===== config.mk =====
export PLATFORM = sky130hd
export DESIGN_NAME = seven_seg_scan_controller
export DESIGN_NICKNAME = d
export VERILOG_FILES = /design/src/rtl/seven_seg_pkg.sv /design/src/rtl/sync_edge_detect.sv /design/src/rtl/seven_seg_scan_controller.sv
export SDC_FILE = /design/constraint.sdc
export NUM_CORES = 1
export LEC_CHECK = 0
export ABC_AREA = 1
export CORE_MARGIN = 2
export CORE_UTILIZATION = 46
export CTS_CLUSTER_DIAMETER = 80
export DETAILED_ROUTE_END_ITERATION = 10
export GPL_TIMING_DRIVEN = 0
export MAX_ROUTING_LAYER = met4
export PLACE_DENSITY = 0.66
export REMOVE_ABC_BUFFERS = 1
export SYNTH_ARGS = -nofsm -noshare
export SYNTH_HDL_FRONTEND = slang
export SYNTH_SLANG_ARGS = --single-unit

===== constraint.sdc =====
create_clock -name clk -period 2.15 [get_ports clk]
set_input_delay 0.43 -clock clk [delete_from_list [all_inputs] [get_ports clk]]
set_output_delay 0.43 -clock clk [all_outputs]
set_load 0.01 [all_outputs]

===== src/rtl/seven_seg_pkg.sv =====
// Shared definitions for the seven-segment scan controller: segment lookup,
// scan state encoding and display constants.
package seven_seg_pkg;

    localparam int unsigned NUM_DIGITS = 4;
    localparam int unsigned SEG_W      = 7;

    localparam logic [SEG_W-1:0] BLANK_SEG = 7'b1111111;

    typedef enum logic [0:0] {
        S_BLANK = 1'b0,
        S_DRIVE = 1'b1
    } scan_state_e;

    // Hex nibble to active-low segments {a,b,c,d,e,f,g}.
    function automatic logic [SEG_W-1:0] seg(input logic [3:0] digit);
        logic [SEG_W-1:0] pattern;
        case (digit)
            4'h0:    pattern = 7'b0000001;
            4'h1:    pattern = 7'b1001111;
            4'h2:    pattern = 7'b0010010;
            4'h3:    pattern = 7'b0000110;
            4'h4:    pattern = 7'b1001100;
            4'h5:    pattern = 7'b0100100;
            4'h6:    pattern = 7'b0100000;
            4'h7:    pattern = 7'b0001111;
            4'h8:    pattern = 7'b0000000;
            4'h9:    pattern = 7'b0000100;
            4'hA:    pattern = 7'b0001000;
            4'hB:    pattern = 7'b1100000;
            4'hC:    pattern = 7'b0110001;
            4'hD:    pattern = 7'b1000010;
            4'hE:    pattern = 7'b0110000;
            default: pattern = 7'b0111000;
        endcase
        return pattern;
    endfunction

endpackage


===== src/rtl/sync_edge_detect.sv =====
// Two-flop synchronizer with a rising-edge pulse; the pulse is combinational so
// the consumer acts on the third edge after the input is first sampled high.
module sync_edge_detect (
    input  logic clk,
    input  logic rst_n,
    input  logic din,
    output logic rise_c
);

    logic meta;
    logic sync;
    logic sync_d;
    logic ready;
    logic armed;

    // armed only after the input has been seen low post-reset, so a level
    // already high at release never counts as an edge
    always_ff @(posedge clk) begin
        if (!rst_n) begin
            meta   <= 1'b0;
            sync   <= 1'b0;
            sync_d <= 1'b0;
            ready  <= 1'b0;
            armed  <= 1'b0;
        end else begin
            meta   <= din;
            sync   <= meta;
            sync_d <= sync;
            ready  <= 1'b1;
            armed  <= armed | (ready & ~meta);
        end
    end

    assign rise_c = sync & ~sync_d & armed;

endmodule


===== src/rtl/seven_seg_scan_controller.sv =====
// Up/down 16-bit counter shown on a four-digit multiplexed seven-segment display
// with per-slot blanking and tear-free nibble snapshots.
module seven_seg_scan_controller
    import seven_seg_pkg::*;
#(
    parameter int unsigned REFRESH_DIV  = 50000,
    parameter int unsigned BLANK_CYCLES = 16
) (
    input  logic        clk,
    input  logic        rst_n,
    input  logic        enable,
    input  logic        up,
    input  logic        down,
    output logic [15:0] value,
    output logic [6:0]  LED_out,
    output logic [3:0]  anode
);

    localparam int unsigned PW = $clog2(REFRESH_DIV);
    localparam logic [PW-1:0] PRESC_LAST = PW'(REFRESH_DIV - 1);
    localparam logic [PW-1:0] BLANK_LAST = PW'(BLANK_CYCLES - 1);

    logic              inc_c;
    logic              dec_c;
    logic [PW-1:0]     presc;
    logic [1:0]        digit_sel;
    logic              slot_end_c;
    scan_state_e       state_q;
    scan_state_e       state_d;
    logic              load_snap_c;
    logic [3:0]        snapshot;
    logic [3:0]        anode_d;
    logic [SEG_W-1:0]  led_d;

    sync_edge_detect u_up_sync (
        .clk    (clk),
        .rst_n  (rst_n),
        .din    (up),
        .rise_c (inc_c)
    );

    sync_edge_detect u_down_sync (
        .clk    (clk),
        .rst_n  (rst_n),
        .din    (down),
        .rise_c (dec_c)
    );

    // Counter: simultaneous requests cancel, disabled requests are dropped
    always_ff @(posedge clk) begin
        if (!rst_n) begin
            value <= 16'h0000;
        end else if (enable && (inc_c ^ dec_c)) begin
            value <= inc_c ? value + 16'd1 : value - 16'd1;
        end
    end

    assign slot_end_c = (presc == PRESC_LAST);

    // Slot timing and digit rotation
    always_ff @(posedge clk) begin
        if (!rst_n) begin
            presc     <= '0;
            digit_sel <= 2'd0;
        end else if (slot_end_c) begin
            presc     <= '0;
            digit_sel <= digit_sel + 2'd1;
        end else begin
            presc     <= presc + PW'(1);
        end
    end

    always_ff @(posedge clk) begin
        if (!rst_n) begin
            state_q  <= S_BLANK;
            snapshot <= 4'h0;
            anode    <= 4'b0000;
            LED_out  <= BLANK_SEG;
        end else begin
            state_q  <= state_d;
            anode    <= anode_d;
            LED_out  <= led_d;
            if (load_snap_c) begin
                snapshot <= value[{digit_sel, 2'b00} +: 4];
            end
        end
    end

    // Scan next-state, snapshot strobe and output decode from the current state
    always_comb begin
        state_d     = state_q;
        load_snap_c = 1'b0;
        anode_d     = 4'b0000;
        led_d       = BLANK_SEG;
        case (state_q)
            S_BLANK: begin
                if (presc == BLANK_LAST) begin
                    state_d     = S_DRIVE;
                    load_snap_c = 1'b1;
                end
            end
            S_DRIVE: begin
                anode_d = 4'b0001 << digit_sel;
                led_d   = seg(snapshot);
                if (slot_end_c) begin
                    state_d = S_BLANK;
                end
            end
            default: state_d = S_BLANK;
        endcase
    end

endmodule


Yosys cells after proc, flatten, opt, wreduce, memory -nomap -nowiden
Memory sizes are Yosys's and may differ from the RTL's. A register that Yosys moved wholly into a read port is not among the register bits.
Index checks and enable logic that the tools add are counted.
{ "totals": {"ff_bits": 52, "out_inout_bits": 27, "mem_count": 1, "mem_bits_ro": 112} }
{ "classes": {"bitwise_logic": 15, "addsub": 4, "eq_ne": 2, "mux": 6, "reduce_logical": 4, "shifts": 2} }
{ "mem_list": {"columns": ["name", "depth", "width", "read_ports", "rd_clocked_by_memory_dff", "write_ports", "line_no", "rtl"], "rows": [
  ["(no name shown)", 16, 7, 1, 1, 0, "seven_seg_pkg.sv:18", "case (digit)"]
]} }
{ "ops": {"columns": ["op", "count"], "rows": [
  ["adder 16 x 1 -> 16 bit (second input constant)", 2],
  ["equality test 16 bit (second input constant)", 1],
  ["equality test 16 x 4 -> 1 bit (second input constant)", 1],
  ["2-to-1 mux 16 bit", 1],
  ["variable part select 16 x 5 -> 4 bit", 1],
  ["subtractor 16 x 1 -> 16 bit (second input constant)", 1],
  ["AND 1 bit", 6],
  ["inverter 1 bit", 6],
  ["2-to-1 mux 1 bit", 4],
  ["<< shifter 1 x 2 -> 4 bit (first input constant)", 1],
  ["adder 2 x 1 -> 2 bit (second input constant)", 1],
  ["bitwise OR 1 bit", 2],
  ["case mux 1 bit (2 select lines)", 1],
  ["AND reduction 2 bit", 1],
  ["OR reduction 2 bit", 1],
  ["logical AND 1 bit", 1],
  ["logical NOT 1 bit", 1],
  ["XOR 1 bit", 1]
]} }

Logic depth before layout (Yosys ltp)
Gate-level depths: netlist (run 1).
{ "depth": {"ltp_word": 5, "ltp_mapped": 14} }

Hierarchy
A second synthesis (run 1) with hierarchy kept.
{ "hier_totals": {"cells_unflattened": 533, "area_unflattened_um2": 3518.4} }
{ "by_module_without_submodules": {"columns": ["module", "cells_per_inst", "seq_area_each_um2", "area_each_um2", "n_inst"], "rows": [
  ["seven_seg_scan_controller", 497, 1001.0, 3210.6, 1],
  ["sync_edge_detect", 18, 100.1, 153.9, 2]
]} }

Worst setup path after synthesis (run 1)
No wires, ideal clock.
{ "synth_path": {"path_type": "register -> register", "from": "reg u_up_sync.sync", "to": "reg value[8]", "stages_incl_launch_ff": 14, "t_arrival_ns": 1.847, "path_buffers": 0, "synth_period_minus_slack_ns": 1.902, "setup_time_ns": 0.056, "path_slack_ns": 0.248, "cell_sequence": "dfxtp_1 -> inv_1 -> nor2_2 -> nand2_2 -> clkinv_2 -> fa_1 -> inv_1 -> nand3_1 -> nand3_1 -> a21oi_1 -> or2_2 -> nand3_1 -> nand2_1 -> inv_1"} }
{ "synth_between": {"elab_chain_cells": 4, "elab_cells_between_ends": 5} }
{ "synth_rtl": {"columns": ["item", "line_no", "rtl"], "rows": [
  ["start, declared", "sync_edge_detect.sv:11", "logic sync;"],
  ["start signal, assigned", "sync_edge_detect.sv:27", "sync <= meta;"],
  ["AND 1 bit * (2 in a row)", "sync_edge_detect.sv:34", "assign rise_c = sync & ~sync_d & armed;"],
  ["XOR 1 bit", "seven_seg_scan_controller.sv:53", "end else if (enable && (inc_c ^ dec_c)) begin"],
  ["logical AND 1 bit", "seven_seg_scan_controller.sv:53", null],
  ["end signal, assigned", "seven_seg_scan_controller.sv:54", "value <= inc_c ? value + 16'd1 : value - 16'd1;"],
  ["end, declared", "seven_seg_scan_controller.sv:14", "output logic [15:0] value,"]
]} }
Mark *: on every way between the ends. The rest lies on a longest branch, timed or not.
A chain may end at the register's enable or synchronous reset.

Worst setup path in the final report (run 1)
Ends and elaborated chain as after synthesis.

==> summary.txt, run 1 <==
RePlAce Congestion -> 0.8792
Crit Path Max Fanout -> 6
PwrDens -> 630.8 mW/mm2
CORE AREA -> 0.007331 mm2
Max Cap Violations -> 0
Slew @ Worst Pin -> 0.5977 ns
Design Area, Final -> 0.004141 mm2
post-synth top area cell -> dfxtp_1
Slew Limit Fails -> 0
Max Fclk -> 496.3 MHz
Worst Skew -> 0.01211 ns
H-tree depth -> 3
Setup violations, final -> 0
via count -> 3237
clock transition at the registers of the reported paths -> 0.07 ns
Peak VDD IR -> 0.0003459 V
Pre-antenna DRT Iters -> 4
CP Class -> reg -> reg
num rows -> 31
vias in the first global route -> 3042
PortBufs -> 31
Startpoint Class -> flip-flop
Syn Inst Count -> 517
die extent in x -> 91.38 um
Unique masters post-synth -> 39
drt total wl -> 7795 um
clk_lat worst skew -> 0.35 ns
Hold Slack -> 0.4347 ns
Iter 0 DRT Violations -> 115
Post-Syn Area -> 0.003512 mm2
clock buffer depth -> 2
Setup crit end kind -> flip-flop
total die area -> 0.008350 mm2
TritonCTS Buffers -> 9
LEAKAGE -> 0.001988 uW
Yosys top cell area share -> 33.63%
RSZ-0062 raised after global routing -> true
CTS Root Cell -> clkbuf_8
Post-Syn Area per Cell -> 6.793 um2
largest net degree at the start of global routing -> 27
Final Util -> 56.49%
wire per inst -> 11.90 um
commonest non-fill, non-tap cells in the layout -> nand2_1, inv_1, dfxtp_1
DP HPWL -> 5523 um
period utilization -> 93.72%
Total Routing Usage GR -> 20.27%
Cell Area, Placed -> 0.003849 mm2
CP arrival -> 2.31 ns
status -> completed
global route total overflow -> 0
fin crit period -> 2.015 ns
post-route ant nets -> 0
nets -> 578
max_slew headroom -> 60.16%
Layout area overhead -> 17.92%
Hold Buf Count CTS -> 0
sequential share of the synthesized area -> 33.63%
filler instances -> 700
antenna violations before repair -> 0
Worst Hold Class -> reg -> reg
fraction of layout cells with a size suffix above 1 -> 10.43%
Vias per Instance -> 4.942
io pins -> 32
TritonCTS clock tree -> done
ant diodes -> 0
DRC errors left -> 0
Die Ht -> 91.38 um
synthesis warning total -> 0
Synth area leaders -> dfxtp_1, nand2_1, inv_1
worst endpoint required time -> 2.44 ns
Clock Sinks -> 59
commonest non-fill, non-tap cell in the layout -> nand2_1
initial cell density of the core -> 47.91%
wire length of the first global-routing pass -> 13390 um
Seq cells post-synth -> 59
Fin. Hold Viols -> 0
## final cells by class
cell class	count	area, um2	area share (%)
inverters	96	366.6	8.852
repair buffers	32	312.8	7.553
clock inverters	6	88.84	2.145
flip-flops and latches	59	1181	28.52
multi-input cells	353	1931	46.62
well taps	99	123.9	2.991
clock buffers	10	137.6	3.323
## power breakdown
part	total [uW]	internal, uW	switching, uW
clock	1170	684	486
sequential	1140	1110	21.1
combinational	308	119	189
total	2610	1920	696
## worst paths after layout
| path | start | to | slack [ns] | cells after the start |
|---|---|---|---|---|
| hold reg to reg | u_down_sync.sync$_SDFF_PN0_ | u_down_sync.sync_d$_SDFF_PN0_ | 0.43 | 2 |
| setup / recovery | u_up_sync.sync$_SDFF_PN0_ | value[8]$_SDFFE_PN0P_ | 0.13 | 13 |
| setup reg to reg | u_up_sync.sync$_SDFF_PN0_ | value[8]$_SDFFE_PN0P_ | 0.13 | 13 |
| hold / removal | u_down_sync.sync$_SDFF_PN0_ | u_down_sync.sync_d$_SDFF_PN0_ | 0.43 | 2 |
## cell families after synthesis
kind of cell,after synthesis,synth area share (%)
and+or+nand+nor,247,31.07
buffers and inverters,106,13.22
AOI/OAI and AO/OA,78,12.79
DFF,59,33.63
adders and majority gates,22,8.051
xor gates and xnor gates,5,1.247
## cell usage after synthesis (all sizes together)
cell type  count
a21oi         41
and3           1
buf           10
clkinv         4
dfxtp         59
fa             1
ha            21
inv           92
nand2        135
nand3         38
nand4          7
nor2          45
nor3          15
nor3b          1
o211ai         6
o21a           3
o21ai         26
o311ai         1
o31ai          1
or2            5
xnor2          2
xor2           3
## state kept, by name, indices dropped and copies added (netlist names), 2 cells and up
name       flops
LED_out        7
presc         16
value         16
digit_sel      2
anode          4
snapshot       4
## per-layer routing
layer	routed length [um]	track usage [%]	vias up	part of all wire (%)
met4	232	10.86	0	3.0
met5	0	-	-	0
li1	-	-	1707	-
met3	188	3.817	22	2.4
met1	3786	24.35	1452	49
met2	3587	32.11	56	46
## per-stage QoR
stage	total power [uW]	setup TNS, ns	cells	worst slack [ns]
after floorplan	1371	0	507	0.2474
after global placement	1446	-13.21	637	-0.6031
after detailed placement	1453	-14.40	637	-0.6531
after CTS	2630	0	653	0.02960
after global routing	2744	-0.2015	655	-0.1037
final	2612	0	655	0.1350
## worst max-delay path, cell delays in order, from the launching register on
cell	delay [ns]
dfxtp_1	0.31
inv_1	0.09
nor2_4	0.05
nand2_2	0.16
clkinv_2	0.10
fa_1	0.41
inv_1	0.09
nand3_1	0.06
nand3_1	0.13
a21oi_1	0.10
or2_2	0.28
nand3_1	0.07
nand2_1	0.07
inv_1	0.06
## what timing repair did
| item | CTS | global route |
|---|---|---|
| gates resized for setup | 3 | 12 |
| setup buffers | 0 | 1 |
| cloned | 0 | 1 |
| pin swaps | 0 | 1 |
| setup endpoints to repair | 20 | 15 |
Note: power is estimated with default switching activity, not from simulation.
==> run 2: changes to the inputs <==
PLACE_DENSITY = 0.73   (was 0.66)
==> summary.txt, run 2 (same netlist as run 1, synthesis figures left out) <==
status -> completed
CP Class -> reg -> reg
num rows -> 31
H-tree depth -> 3
initial cell density of the core -> 47.91%
Total Routing Usage GR -> 19.90%
Startpoint Class -> flip-flop
Fin. Hold Viols -> 0
Iter 0 DRT Violations -> 136
TritonCTS Buffers -> 9
Max Cap Violations -> 0
fin crit period -> 2.054 ns
antenna violations before repair -> 0
PwrDens -> 625.4 mW/mm2
DRC errors left -> 0
Slew Limit Fails -> 0
fraction of layout cells with a size suffix above 1 -> 9.173%
commonest non-fill, non-tap cell in the layout -> nand2_1
clock transition at the registers of the reported paths -> 0.07 ns
nets -> 579
final non-filler cell total -> 655
commonest non-fill, non-tap cells in the layout -> nand2_1, inv_1, dfxtp_1
drt total wl -> 7768 um
period utilization -> 95.55%
clock buffer depth -> 2
CP arrival -> 2.35 ns
wire length of the first global-routing pass -> 13100 um
TritonCTS clock tree -> done
DP HPWL -> 5601 um
biggest regs -> presc: 16 flops, value: 16 flops, LED_out: 7 flops
ant diodes -> 0
post-route ant nets -> 0
RePlAce Congestion -> 0.8668
Vias per Instance -> 4.973
global route total overflow -> 0
Slew @ Worst Pin -> 0.5924 ns
CORE AREA -> 0.007331 mm2
Peak VDD IR -> 0.0004019 V
Hold Buf Count CTS -> 0
die extent in x -> 91.38 um
worst endpoint required time -> 2.44 ns
LEAKAGE -> 0.002018 uW
Max Fclk -> 486.8 MHz
Die Ht -> 91.38 um
Worst Skew -> 0.01012 ns
Layout area overhead -> 18.31%
PortBufs -> 31
largest net degree at the start of global routing -> 27
Setup violations, final -> 0
Crit Path Max Fanout -> 7
Worst Hold Class -> reg -> reg
via count -> 3257
total die area -> 0.008350 mm2
vias in the first global route -> 2996
Pre-antenna DRT Iters -> 4
max_slew headroom -> 60.51%
Clock Sinks -> 59
clk_lat worst skew -> 0.34 ns
number of placed instances, taps included -> 637
io pins -> 32
CTS Root Cell -> clkbuf_8
Setup crit end kind -> flip-flop
Final Util -> 56.68%
wire per inst -> 11.86 um
## run 2: cell count changes in the layout (fill, tap and decap cells not counted), sizes merged
cell	previous run	this run
clkinvlp	2	0
buf	1	2
clkbuf	11	12
## run 2: layer usage
layer / global-route usage [%] / up-vias / part of all wire (%)
li1: - / 1716 / -
met3: 5.560 / 18 / 4.8
met2: 32.11 / 68 / 48
met1: 22.88 / 1455 / 45
met4: 9.217 / 0 / 2.3
met5: - / - / 0
## run 2: where the power goes
| part | switching, uW | total, uW | internal (uW) |
|---|---|---|---|
| sequential | 21.1 | 1140 | 1110 |
| clock | 446 | 1160 | 709 |
| combinational | 189 | 307 | 118 |
## run 2: final cells by class
class                   instances  area (um2)
inverters                      96       366.6
well taps                      99       123.9
clock inverters                 4       73.82
multi-input cells             353        1926
repair buffers                 33       332.8
flip-flops and latches         59        1181
clock buffers                  11       151.4
fillers                       723        3176
## run 2: final timing paths
path | startpoint | slack (ns) | depth (start not counted) | endpoint
max | u_up_sync.sync$_SDFF_PN0_ | 0.1 | 13 | value[8]$_SDFFE_PN0P_
min | u_down_sync.sync$_SDFF_PN0_ | 0.43 | 2 | u_down_sync.sync_d$_SDFF_PN0_
max reg2reg | u_up_sync.sync$_SDFF_PN0_ | 0.1 | 13 | value[8]$_SDFFE_PN0P_
min reg2reg | u_down_sync.sync$_SDFF_PN0_ | 0.43 | 2 | u_down_sync.sync_d$_SDFF_PN0_
## run 2: stage by stage
step	power, uW	hold WS [ns]	cell area, um2	setup WS (ns)	TNS [ns]
after global routing	2726	0.4620	4155	-0.04943	-0.1507
after detailed placement	1453	0.4234	3849	-0.6087	-14.03
after floorplan	1371	0.4071	3415	0.2474	0
final	2599	0.4281	4155	0.09562	0
after CTS	2606	0.4324	4078	0.02482	0
after global placement	1444	0.4127	3849	-0.5953	-12.63
## run 2: what timing repair did
item,CTS,global route
gates resized for setup,2,7
hold endpoints to repair,0,0
cloned,0,1
buffers inserted,0,2
setup endpoints to repair,19,15
pin swaps,0,1
## run 2: worst max-delay path: stages, from the launching register on
cell and delay [ns]:
dfxtp_1 0.31, inv_1 0.09, nor2_4 0.06, nand2_4 0.15, clkinv_2 0.10, fa_1 0.41, inv_1 0.09, nand3_1 0.07
nand3_1 0.16, a21oi_1 0.11, or2_2 0.28, nand3_1 0.07, nand2_1 0.05, inv_1 0.05
